File: src/rtl/decode_wb_if.sv
// decode_wb_if: groups the fetch inputs, D/E register outputs, writeback
// inputs and register-file observation outputs of decode_wb_stage.
interface decode_wb_if;
  logic [2:0]  f_stat;
  logic [3:0]  f_icode;
  logic [3:0]  f_ifun;
  logic [3:0]  f_rA;
  logic [3:0]  f_rB;
  logic [63:0] f_valC;
  logic [63:0] f_valP;

  logic [2:0]  d_stat;
  logic [3:0]  d_icode;
  logic [3:0]  d_ifun;
  logic [3:0]  d_rA;
  logic [3:0]  d_rB;
  logic [63:0] d_valC;
  logic [63:0] d_valP;
  logic [63:0] d_valA;
  logic [63:0] d_valB;

  logic [3:0]  w_icode;
  logic [3:0]  w_rA;
  logic [3:0]  w_rB;
  logic        w_cnd;
  logic [63:0] w_valE;
  logic [63:0] w_valM;

  logic [2:0]  e_stat;
  logic [3:0]  e_icode;
  logic [3:0]  e_ifun;
  logic [63:0] e_valC;
  logic [63:0] e_valA;
  logic [63:0] e_valB;

  logic [63:0] reg_mem0, reg_mem1, reg_mem2, reg_mem3, reg_mem4;
  logic [63:0] reg_mem5, reg_mem6, reg_mem7, reg_mem8, reg_mem9;
  logic [63:0] reg_mem10, reg_mem11, reg_mem12, reg_mem13, reg_mem14;

  modport master (
    output f_stat, f_icode, f_ifun, f_rA, f_rB, f_valC, f_valP,
    output w_icode, w_rA, w_rB, w_cnd, w_valE, w_valM,
    input  d_stat, d_icode, d_ifun, d_rA, d_rB, d_valC, d_valP, d_valA, d_valB,
    input  e_stat, e_icode, e_ifun, e_valC, e_valA, e_valB,
    input  reg_mem0, reg_mem1, reg_mem2, reg_mem3, reg_mem4,
    input  reg_mem5, reg_mem6, reg_mem7, reg_mem8, reg_mem9,
    input  reg_mem10, reg_mem11, reg_mem12, reg_mem13, reg_mem14
  );

  modport slave (
    input  f_stat, f_icode, f_ifun, f_rA, f_rB, f_valC, f_valP,
    input  w_icode, w_rA, w_rB, w_cnd, w_valE, w_valM,
    output d_stat, d_icode, d_ifun, d_rA, d_rB, d_valC, d_valP, d_valA, d_valB,
    output e_stat, e_icode, e_ifun, e_valC, e_valA, e_valB,
    output reg_mem0, reg_mem1, reg_mem2, reg_mem3, reg_mem4,
    output reg_mem5, reg_mem6, reg_mem7, reg_mem8, reg_mem9,
    output reg_mem10, reg_mem11, reg_mem12, reg_mem13, reg_mem14
  );
endinterface

File: src/rtl/decode_wb_stage.sv
// decode_wb_stage: D pipeline register, 15 x 64-bit register file with
// combinational reads and writeback writes, and the E pipeline register.
// Optional macro DECODE_WB_BYPASS_EN: forwards same-cycle writeback values
// to the decode read ports (w_valM before w_valE); when undefined a read
// during a write returns the old register contents.
module decode_wb_stage (
  input  logic         clk,
  input  logic         reset,
  decode_wb_if.slave   bus
);
  localparam logic [3:0] REG_RSP  = 4'h4;
  localparam logic [3:0] REG_NONE = 4'hF;
  localparam logic [2:0] STAT_AOK = 3'b001;
  localparam logic [3:0] I_NOP    = 4'h1;

  logic [63:0] regs_r [0:14];
  logic [3:0]  src_a_s, src_b_s, dst_e_s, dst_m_s;
  logic [63:0] val_a_s, val_b_s;

  // Source register selection for the instruction held in D.
  always_comb begin
    src_a_s = REG_NONE;
    src_b_s = REG_NONE;
    case (bus.d_icode)
      4'h2, 4'h4, 4'h6, 4'hA: src_a_s = bus.d_rA;
      4'h9, 4'hB:             src_a_s = REG_RSP;
      default:                src_a_s = REG_NONE;
    endcase
    case (bus.d_icode)
      4'h4, 4'h5, 4'h6:       src_b_s = bus.d_rB;
      4'h8, 4'h9, 4'hA, 4'hB: src_b_s = REG_RSP;
      default:                src_b_s = REG_NONE;
    endcase
  end

  // Destination register selection for the instruction in writeback.
  always_comb begin
    dst_e_s = REG_NONE;
    dst_m_s = REG_NONE;
    case (bus.w_icode)
      4'h3, 4'h6:             dst_e_s = bus.w_rB;
      4'h2: begin
        if (bus.w_cnd) dst_e_s = bus.w_rB;
        else           dst_e_s = REG_NONE;
      end
      4'h8, 4'h9, 4'hA, 4'hB: dst_e_s = REG_RSP;
      default:                dst_e_s = REG_NONE;
    endcase
    case (bus.w_icode)
      4'h5, 4'hB: dst_m_s = bus.w_rA;
      default:    dst_m_s = REG_NONE;
    endcase
  end

  // Register-file read ports, optionally forwarding the current writeback.
  always_comb begin
    val_a_s = 64'd0;
    val_b_s = 64'd0;
    if (src_a_s == REG_NONE) val_a_s = 64'd0;
`ifdef DECODE_WB_BYPASS_EN
    else if (src_a_s == dst_m_s) val_a_s = bus.w_valM;
    else if (src_a_s == dst_e_s) val_a_s = bus.w_valE;
`endif
    else val_a_s = regs_r[src_a_s];
    if (src_b_s == REG_NONE) val_b_s = 64'd0;
`ifdef DECODE_WB_BYPASS_EN
    else if (src_b_s == dst_m_s) val_b_s = bus.w_valM;
    else if (src_b_s == dst_e_s) val_b_s = bus.w_valE;
`endif
    else val_b_s = regs_r[src_b_s];
  end

  assign bus.d_valA = val_a_s;
  assign bus.d_valB = val_b_s;

  // Register-file writes; the M write comes last so it wins on dstE == dstM.
  always_ff @(posedge clk) begin
    if (reset) begin
      for (int i = 0; i < 15; i++) regs_r[i] <= 64'd0;
    end else begin
      if (dst_e_s != REG_NONE) regs_r[dst_e_s] <= bus.w_valE;
      if (dst_m_s != REG_NONE) regs_r[dst_m_s] <= bus.w_valM;
    end
  end

  // D register: loads a bubble on reset, otherwise the fetch values every cycle.
  always_ff @(posedge clk) begin
    if (reset) begin
      bus.d_stat  <= STAT_AOK;
      bus.d_icode <= I_NOP;
      bus.d_ifun  <= 4'h0;
      bus.d_rA    <= REG_NONE;
      bus.d_rB    <= REG_NONE;
      bus.d_valC  <= 64'd0;
      bus.d_valP  <= 64'd0;
    end else begin
      bus.d_stat  <= bus.f_stat;
      bus.d_icode <= bus.f_icode;
      bus.d_ifun  <= bus.f_ifun;
      bus.d_rA    <= bus.f_rA;
      bus.d_rB    <= bus.f_rB;
      bus.d_valC  <= bus.f_valC;
      bus.d_valP  <= bus.f_valP;
    end
  end

  // E register: loads a bubble on reset, otherwise the decoded D values.
  always_ff @(posedge clk) begin
    if (reset) begin
      bus.e_stat  <= STAT_AOK;
      bus.e_icode <= I_NOP;
      bus.e_ifun  <= 4'h0;
      bus.e_valC  <= 64'd0;
      bus.e_valA  <= 64'd0;
      bus.e_valB  <= 64'd0;
    end else begin
      bus.e_stat  <= bus.d_stat;
      bus.e_icode <= bus.d_icode;
      bus.e_ifun  <= bus.d_ifun;
      bus.e_valC  <= bus.d_valC;
      bus.e_valA  <= val_a_s;
      bus.e_valB  <= val_b_s;
    end
  end

  assign bus.reg_mem0  = regs_r[0];
  assign bus.reg_mem1  = regs_r[1];
  assign bus.reg_mem2  = regs_r[2];
  assign bus.reg_mem3  = regs_r[3];
  assign bus.reg_mem4  = regs_r[4];
  assign bus.reg_mem5  = regs_r[5];
  assign bus.reg_mem6  = regs_r[6];
  assign bus.reg_mem7  = regs_r[7];
  assign bus.reg_mem8  = regs_r[8];
  assign bus.reg_mem9  = regs_r[9];
  assign bus.reg_mem10 = regs_r[10];
  assign bus.reg_mem11 = regs_r[11];
  assign bus.reg_mem12 = regs_r[12];
  assign bus.reg_mem13 = regs_r[13];
  assign bus.reg_mem14 = regs_r[14];
endmodule

File: src/flat_wrapper.sv
// flat-port wrapper written by rule: the top's interface ports become plain ports
module decode_wb_stage_flat 
  (clk, reset, bus_f_stat, bus_f_icode, bus_f_ifun, bus_f_rA, bus_f_rB, bus_f_valC, bus_f_valP, bus_w_icode, bus_w_rA, bus_w_rB, bus_w_cnd, bus_w_valE, bus_w_valM, bus_d_stat, bus_d_icode, bus_d_ifun, bus_d_rA, bus_d_rB, bus_d_valC, bus_d_valP, bus_d_valA, bus_d_valB, bus_e_stat, bus_e_icode, bus_e_ifun, bus_e_valC, bus_e_valA, bus_e_valB, bus_reg_mem0, bus_reg_mem1, bus_reg_mem2, bus_reg_mem3, bus_reg_mem4, bus_reg_mem5, bus_reg_mem6, bus_reg_mem7, bus_reg_mem8, bus_reg_mem9, bus_reg_mem10, bus_reg_mem11, bus_reg_mem12, bus_reg_mem13, bus_reg_mem14);
  decode_wb_if bus_i ();
  input  logic clk;
  input  logic reset;
  input wire logic [$bits(bus_i.f_stat)-1:0] bus_f_stat;
  input wire logic [$bits(bus_i.f_icode)-1:0] bus_f_icode;
  input wire logic [$bits(bus_i.f_ifun)-1:0] bus_f_ifun;
  input wire logic [$bits(bus_i.f_rA)-1:0] bus_f_rA;
  input wire logic [$bits(bus_i.f_rB)-1:0] bus_f_rB;
  input wire logic [$bits(bus_i.f_valC)-1:0] bus_f_valC;
  input wire logic [$bits(bus_i.f_valP)-1:0] bus_f_valP;
  input wire logic [$bits(bus_i.w_icode)-1:0] bus_w_icode;
  input wire logic [$bits(bus_i.w_rA)-1:0] bus_w_rA;
  input wire logic [$bits(bus_i.w_rB)-1:0] bus_w_rB;
  input wire logic [$bits(bus_i.w_cnd)-1:0] bus_w_cnd;
  input wire logic [$bits(bus_i.w_valE)-1:0] bus_w_valE;
  input wire logic [$bits(bus_i.w_valM)-1:0] bus_w_valM;
  output wire logic [$bits(bus_i.d_stat)-1:0] bus_d_stat;
  output wire logic [$bits(bus_i.d_icode)-1:0] bus_d_icode;
  output wire logic [$bits(bus_i.d_ifun)-1:0] bus_d_ifun;
  output wire logic [$bits(bus_i.d_rA)-1:0] bus_d_rA;
  output wire logic [$bits(bus_i.d_rB)-1:0] bus_d_rB;
  output wire logic [$bits(bus_i.d_valC)-1:0] bus_d_valC;
  output wire logic [$bits(bus_i.d_valP)-1:0] bus_d_valP;
  output wire logic [$bits(bus_i.d_valA)-1:0] bus_d_valA;
  output wire logic [$bits(bus_i.d_valB)-1:0] bus_d_valB;
  output wire logic [$bits(bus_i.e_stat)-1:0] bus_e_stat;
  output wire logic [$bits(bus_i.e_icode)-1:0] bus_e_icode;
  output wire logic [$bits(bus_i.e_ifun)-1:0] bus_e_ifun;
  output wire logic [$bits(bus_i.e_valC)-1:0] bus_e_valC;
  output wire logic [$bits(bus_i.e_valA)-1:0] bus_e_valA;
  output wire logic [$bits(bus_i.e_valB)-1:0] bus_e_valB;
  output wire logic [$bits(bus_i.reg_mem0)-1:0] bus_reg_mem0;
  output wire logic [$bits(bus_i.reg_mem1)-1:0] bus_reg_mem1;
  output wire logic [$bits(bus_i.reg_mem2)-1:0] bus_reg_mem2;
  output wire logic [$bits(bus_i.reg_mem3)-1:0] bus_reg_mem3;
  output wire logic [$bits(bus_i.reg_mem4)-1:0] bus_reg_mem4;
  output wire logic [$bits(bus_i.reg_mem5)-1:0] bus_reg_mem5;
  output wire logic [$bits(bus_i.reg_mem6)-1:0] bus_reg_mem6;
  output wire logic [$bits(bus_i.reg_mem7)-1:0] bus_reg_mem7;
  output wire logic [$bits(bus_i.reg_mem8)-1:0] bus_reg_mem8;
  output wire logic [$bits(bus_i.reg_mem9)-1:0] bus_reg_mem9;
  output wire logic [$bits(bus_i.reg_mem10)-1:0] bus_reg_mem10;
  output wire logic [$bits(bus_i.reg_mem11)-1:0] bus_reg_mem11;
  output wire logic [$bits(bus_i.reg_mem12)-1:0] bus_reg_mem12;
  output wire logic [$bits(bus_i.reg_mem13)-1:0] bus_reg_mem13;
  output wire logic [$bits(bus_i.reg_mem14)-1:0] bus_reg_mem14;
  assign bus_i.f_stat = bus_f_stat;
  assign bus_i.f_icode = bus_f_icode;
  assign bus_i.f_ifun = bus_f_ifun;
  assign bus_i.f_rA = bus_f_rA;
  assign bus_i.f_rB = bus_f_rB;
  assign bus_i.f_valC = bus_f_valC;
  assign bus_i.f_valP = bus_f_valP;
  assign bus_i.w_icode = bus_w_icode;
  assign bus_i.w_rA = bus_w_rA;
  assign bus_i.w_rB = bus_w_rB;
  assign bus_i.w_cnd = bus_w_cnd;
  assign bus_i.w_valE = bus_w_valE;
  assign bus_i.w_valM = bus_w_valM;
  assign bus_d_stat = bus_i.d_stat;
  assign bus_d_icode = bus_i.d_icode;
  assign bus_d_ifun = bus_i.d_ifun;
  assign bus_d_rA = bus_i.d_rA;
  assign bus_d_rB = bus_i.d_rB;
  assign bus_d_valC = bus_i.d_valC;
  assign bus_d_valP = bus_i.d_valP;
  assign bus_d_valA = bus_i.d_valA;
  assign bus_d_valB = bus_i.d_valB;
  assign bus_e_stat = bus_i.e_stat;
  assign bus_e_icode = bus_i.e_icode;
  assign bus_e_ifun = bus_i.e_ifun;
  assign bus_e_valC = bus_i.e_valC;
  assign bus_e_valA = bus_i.e_valA;
  assign bus_e_valB = bus_i.e_valB;
  assign bus_reg_mem0 = bus_i.reg_mem0;
  assign bus_reg_mem1 = bus_i.reg_mem1;
  assign bus_reg_mem2 = bus_i.reg_mem2;
  assign bus_reg_mem3 = bus_i.reg_mem3;
  assign bus_reg_mem4 = bus_i.reg_mem4;
  assign bus_reg_mem5 = bus_i.reg_mem5;
  assign bus_reg_mem6 = bus_i.reg_mem6;
  assign bus_reg_mem7 = bus_i.reg_mem7;
  assign bus_reg_mem8 = bus_i.reg_mem8;
  assign bus_reg_mem9 = bus_i.reg_mem9;
  assign bus_reg_mem10 = bus_i.reg_mem10;
  assign bus_reg_mem11 = bus_i.reg_mem11;
  assign bus_reg_mem12 = bus_i.reg_mem12;
  assign bus_reg_mem13 = bus_i.reg_mem13;
  assign bus_reg_mem14 = bus_i.reg_mem14;
  decode_wb_stage u_core (.clk(clk), .reset(reset), .bus(bus_i));
endmodule
File: config.mk
export PLATFORM = sky130hd
export DESIGN_NAME = decode_wb_stage_flat
export DESIGN_NICKNAME = d
export VERILOG_FILES = /design/src/rtl/decode_wb_if.sv /design/src/rtl/decode_wb_stage.sv /design/src/flat_wrapper.sv
export SDC_FILE = /design/constraint.sdc
export NUM_CORES = 2
export LEC_CHECK = 0
export BUFFER_PORTS_ARGS = -buffer_cell sky130_fd_sc_hd__buf_2
export CORE_AREA = 2 2 670 672
export CTS_CLUSTER_DIAMETER = 150
export DETAILED_ROUTE_END_ITERATION = 6
export DIE_AREA = 0 0 672 674
export PLACE_DENSITY = 0.39
export SKIP_CTS_REPAIR_TIMING = 1
export SLEW_MARGIN = 5
export SYNTH_ARGS = -nofsm -noshare
export SYNTH_HDL_FRONTEND = slang
export SYNTH_SLANG_ARGS = --single-unit
File: constraint.sdc
create_clock -name clk -period 5.72 [get_ports clk]
set_input_delay 0.286 -clock clk [delete_from_list [all_inputs] [get_ports clk]]
set_output_delay 0.286 -clock clk [all_outputs]
set_load 0.05 [all_outputs]
* After elaboration in Yosys (flattened, before gate mapping)
Memories as Yosys holds them, arrays and structs flattened. Cells that the tools add are included.
Storage, ports and cells: flip-flop bits (word level) 350, memory bits (writable) 960, input bits 290, word-level logic and storage cells 64, memories 1
Operators by class: equality and inequality tests 20, multiplexer cells 21, reductions and logical operators 9
Memories:
- u_core.regs_r | depth 15, bits a word 64, read ports 17, clocked after Yosys merged registers in 0, write ports 15, RTL line decode_wb_stage.sv:16 | logic [63:0] regs_r [0:14];
Operators with widths (number):
- 2-to-1 mux 64 bit | 4
- OR reduction 64 bit | 2
- equality test 4 bit (second input constant) | 10
- equality test 4 x 3 -> 1 bit (second input constant) | 5
- 2-to-1 mux 4 bit | 4
- case mux 4 bit (2 select lines) | 2
- equality test 4 x 2 -> 1 bit (second input constant) | 3
- case mux 4 bit (3 select lines) | 1
- OR reduction 4 bit | 3
- 2-to-1 mux 1 bit | 10
- inequality test 4 bit (second input constant) | 2
- OR reduction 2 bit | 3
- OR reduction 3 bit | 1

* Depth between registers and ports, before layout
word-level depth 9, mapped depth 12

* Worst setup path before layout
No wires, ideal clock.
kind input to register, start point in bus_w_icode[0], end point mem u_core.regs_r[4][0], enable pin, setup time 494 ps, arrival time 4228 ps, required time 5226 ps, path slack 999 ps, stages on the path 6, buffers on the path 2, cells stage by stage buf_6 nor3_2 and4bb_2 or3_1 buf_2 o21ai_1
RTL lines:
- start: declaration | RTL line flat_wrapper.sv:14 | input wire logic [$bits(bus_i.w_icode)-1:0] bus_w_icode;
- end: declaration | RTL line decode_wb_stage.sv:16

* Worst setup path in the final report
start point reg u_core.bus.d_icode[0], end point out bus_d_valA[6]
Between the ends: cells in the longest elaborated chain, start to end 5, elaborated cells between the ends (all ways) 12, those cells by class eq/ne: 7; mux: 2; reduce/logical: 2; memory: 1
Ends and longest elaborated chain:
- start: declaration | RTL line decode_wb_if.sv:53 | output d_stat, d_icode, d_ifun, d_rA, d_rB, d_valC, d_valP, d_valA, d_valB,
- start signal: assignment | RTL line decode_wb_stage.sv:98 | bus.d_icode <= bus.f_icode;
- equality test 4 x 2 -> 1 bit (tied with other cells) | RTL line decode_wb_stage.sv:24 | case (bus.d_icode)
- OR reduction 4 bit / OR reduction 2 bit (equally long branches) | RTL line decode_wb_stage.sv:24
- case mux 4 bit (2 select lines) (*) | RTL line decode_wb_stage.sv:24
- memory read (15 x 64 bit) / equality test 4 bit (equally long branches)
- 2-to-1 mux 64 bit (*) | RTL line decode_wb_stage.sv:59 | if (src_a_s == REG_NONE) val_a_s = 64'd0;
- end: declaration | RTL line flat_wrapper.sv:27 | output wire logic [$bits(bus_i.d_valA)-1:0] bus_d_valA;
Every way passes the cells marked *; elsewhere a longest branch is shown, timed or not.

==> key figures <==
Synth
  • Synthesized instance count: 6647
  • Most used flip-flop cell after synthesis: edfxtp_1
  • Mean post-synth cell area: 10.24 sq um
  • Async SR Flop Fraction: 0%
  • Synth Cell Area: between 0.06 and 0.07 sq mm
  • Synth Register Bits: ~1400
  • Register area share after synthesis: approximately 55%
  • Number of synthesis warnings: 0
  • Synth unique cells: between 60 and 70
  • Post-synth EDFFs: about 1000

Die
  • Placeable core area: between 0.4 and 0.5 sq mm
  • Die Wd: between 600 and 700 um
  • Top Ports: 1728
  • Starting Density: between 10% and 20%
  • Die Area: approximately 0.45 sq mm
  • Die Height: 674 um
  • # rows: around 250

Detailed routing
  • Final WL: about 580000 um
  • DRT Pass-1 Iters: 6
  • Via density: a little under 5
  • DR DRC count: 0
  • DR iter-0 viols: 9090
  • Wire length per cell: between 30 and 40 um
  • Vias: roughly 70000
  • Final antenna-violating net count: 0

Hold path
  • Hold depth: 2
  • Worst Hold Class: in2reg

Power and ir drop
  • Leak Pwr: about 36 nW
  • PD cells: between 300 and 400 mW/mm^2
  • Worst VDD drop: 257.7 uV
  • Tot Pwr: between 0.03 and 0.04 W

Status
  • Status: complete, no violations

Clock network
  • Insertion delay to the later sink of the worst-skew pair: roughly 0.92 ns
  • CTS H-tree depth: 4
  • Root buf cell: clkbuf_16
  • Clock-pin transition on the worst setup and hold timing paths: ~0.060 ns
  • # clock sinks: ~1400
  • Max Buffers Root-to-Sink: 4
  • TritonCTS clock tree: yes
  • Num CTS Buffers: 189

Critical path
  • Worst Reg-to-Reg Cells: 7
  • Crit path launch type: register
  • Critical Path AT: between 5 and 6 ns
  • Worst Path Buf+Inv: 2
  • CP Capture Type: output port
  • Worst path max stage delay: between 0.8 and 0.9 ns
  • Crit path max fanout: 40
  • CP cell instances: and3b_1 > or3_4 > buf_12 > a221oi_1 > a31oi_1 > o211ai_2 > nor3b_1 > buf_2
  • Req. time, crit path: approximately 5.4 ns
  • Number of cells on the critical path: 8
  • Delay-heaviest family, CP: simple AND/OR/NAND/NOR gates
  • Critical path's slowest cell: dfxtp_1
  • Setup Crit Path Kind: reg2out

Final layout
  • Area Overhead vs Synth: 36.20%
  • End-of-flow core utilization: 20.77%
  • Layout cells sized above 1: between 20% and 30%
  • FILL cells: just under 50000
  • Nets: 8557

Global route
  • Initial antenna violation count: between 100 and 150
  • GR peak layer: met2
  • Global Route met2 Usage: between 30% and 40%
  • Largest net degree at the start of global routing: about 140
  • Total congestion overflow: 0
  • Global-route wire length before repair: between 700000 and 800000 um
  • Met3 GRT Util: 6.192%
  • Global Route Usage Sum: between 20 and 25%
  • Vias in the first global route: about 65000
  • Met1 Use GR: between 30% and 40%

STA
  • Fmax: about 190 MHz
  • RSZ-0062 raised after global routing: no
  • Final setup violation count: 0
  • Rel. slew slack: between 10% and 20%
  • Period utilization: ~94%
  • Tightest Pin Transition: 1.312 ns
  • Endpoints failing hold: 0
  • Fin crit period: approximately 5.4 ns
  • Worst Hold Slack: 0.04883 ns
  • Slew Viols, Final: 0
  • Worst Skew: around 0.083 ns

Placement
  • GP Congestion: between 0.9 and 1
  • Port buffer count: ~1700
  • DP HPWL: a little over 400000 um

Run
  • Maxcap violations: 0
==> path summary, 6_finish.rpt <==
kind,startpoint,to,slack [ns]
worst max-delay path,u_core.bus.d_icode[0],bus_d_valA[6],0.35
worst min-delay path,bus_w_valM[38],u_core.regs_r[6][38],0.05
worst max register to register,u_core.bus.d_icode[3],u_core.bus.e_valA[36],1.05
worst min register to register,u_core.bus.d_valC[6],u_core.bus.e_valC[6],0.43
==> Yosys cell counts, types with 10 or more instances <==
library cell | instances | share of area, %
a21oi_1 | 19 | 0.14
a221oi_1 | 249 | 3.2
a22o_1 | 960 | 12
a31oi_1 | 128 | 1.2
buf_1 | 54 | 0.30
buf_2 | 208 | 1.5
buf_6 | 28 | 0.46
clkbuf_1 | 516 | 2.8
dfxtp_1 | 350 | 10
edfxtp_1 | 1024 | 45
mux2i_1 | 14 | 0.21
nand2_1 | 1436 | 7.9
nand2b_1 | 10 | 0.092
nand3_1 | 563 | 4.1
nand4_1 | 125 | 1.1
nor2_1 | 220 | 1.2
nor2b_1 | 216 | 2.0
nor3_1 | 31 | 0.23
nor3_2 | 40 | 0.59
nor3b_1 | 12 | 0.13
nor3b_2 | 51 | 0.94
o211ai_1 | 54 | 0.60
o211ai_2 | 15 | 0.28
o21ai_0 | 24 | 0.18
o21ai_1 | 49 | 0.36
o22ai_1 | 136 | 1.2
or2_2 | 11 | 0.10
or3_1 | 20 | 0.18
==> power breakdown <==
group	internal, W	switching (W)
Sequential	0.0114	0.000872
Combinational	0.00129	0.00542
Clock	0.00725	0.00530
Total	0.0199	0.0116
==> kinds of logic after synthesis <==
kind of cell           synth area share [%]
AOI/OAI and AO/OA                     20.00
buffers and inverters                 5.333
DFF                                   55.45
muxes                                0.2058
other                              0.005508
and+or+nand+nor                       19.00
==> layout make-up <==
class	count	area, sq um	share of cell area (%)
Tap cell	5952	7447	8.030
Multi-Input combinational cell	4509	27440	29.59
Sequential cell	1374	37760	40.71
Clock inverter	89	1028	1.109
Timing Repair Buffer	2183	13600	14.67
Antenna cell	60	150.1	0.1619
Inverter	10	37.54	0.04047
Clock buffer	259	5273	5.685
==> through the flow <==
step	instance area [sq um]	std cells	TNS, ns	worst slack [ns]
global placement	83670	13767	0	0.6102
detailed placement	83670	13767	0	0.6174
finish	92740	14436	0	0.3481
CTS	89970	14115	-0.4302	-0.4302
global route	92620	14387	0	0.2056
floorplan	68320	6710	0	0.9987
==> worst reg2reg max path, delay by kind of cell (launching register included) <==
family | cells | cell delay (ns)
and+or+nand+nor | 5 | 3.09
AOI/OAI and AO/OA | 1 | 0.21
DFF | 1 | 0.59
buffers and inverters | 1 | 0.61
==> layer usage <==
layer	up-vias	routed length, um
met1	36064	229400
met4	58	31100
met5	-	386
met3	973	50290
met2	4524	264100
li1	28221	-
==> registers in the layout, summed over array words and instances (netlist names) <==
| register | cells |
|---|---|
| u_core.regs_r | 1024 |
| u_core.bus.d_valC | 64 |
| u_core.bus.d_valP | 64 |
| u_core.bus.e_valA | 64 |
| u_core.bus.e_valB | 64 |
| u_core.bus.e_valC | 64 |
| u_core.bus.d_icode | 4 |
| u_core.bus.d_ifun | 4 |
| u_core.bus.d_rA | 4 |
| u_core.bus.d_rB | 4 |
| u_core.bus.e_icode | 4 |
| u_core.bus.e_ifun | 4 |
| u_core.bus.d_stat | 3 |
| u_core.bus.e_stat | 3 |
==> cells in the final DEF, fill, tap and decap left out, drive strengths merged, types with 20 or more instances in the layout <==
master	count
buf	1921
nand2	1436
edfxtp	1024
a22o	960
nand3	563
dfxtp	350
dlygate4sd3	261
clkbuf	260
a221oi	249
nor2	222
nor2b	216
o22ai	136
a31oi	128
nand4	125
o21ai	73
nor3	73
o211ai	69
conb	64
nor3b	63
diode	60
clkinv	54
or3	20
Power figures use the tool's default switching activity.
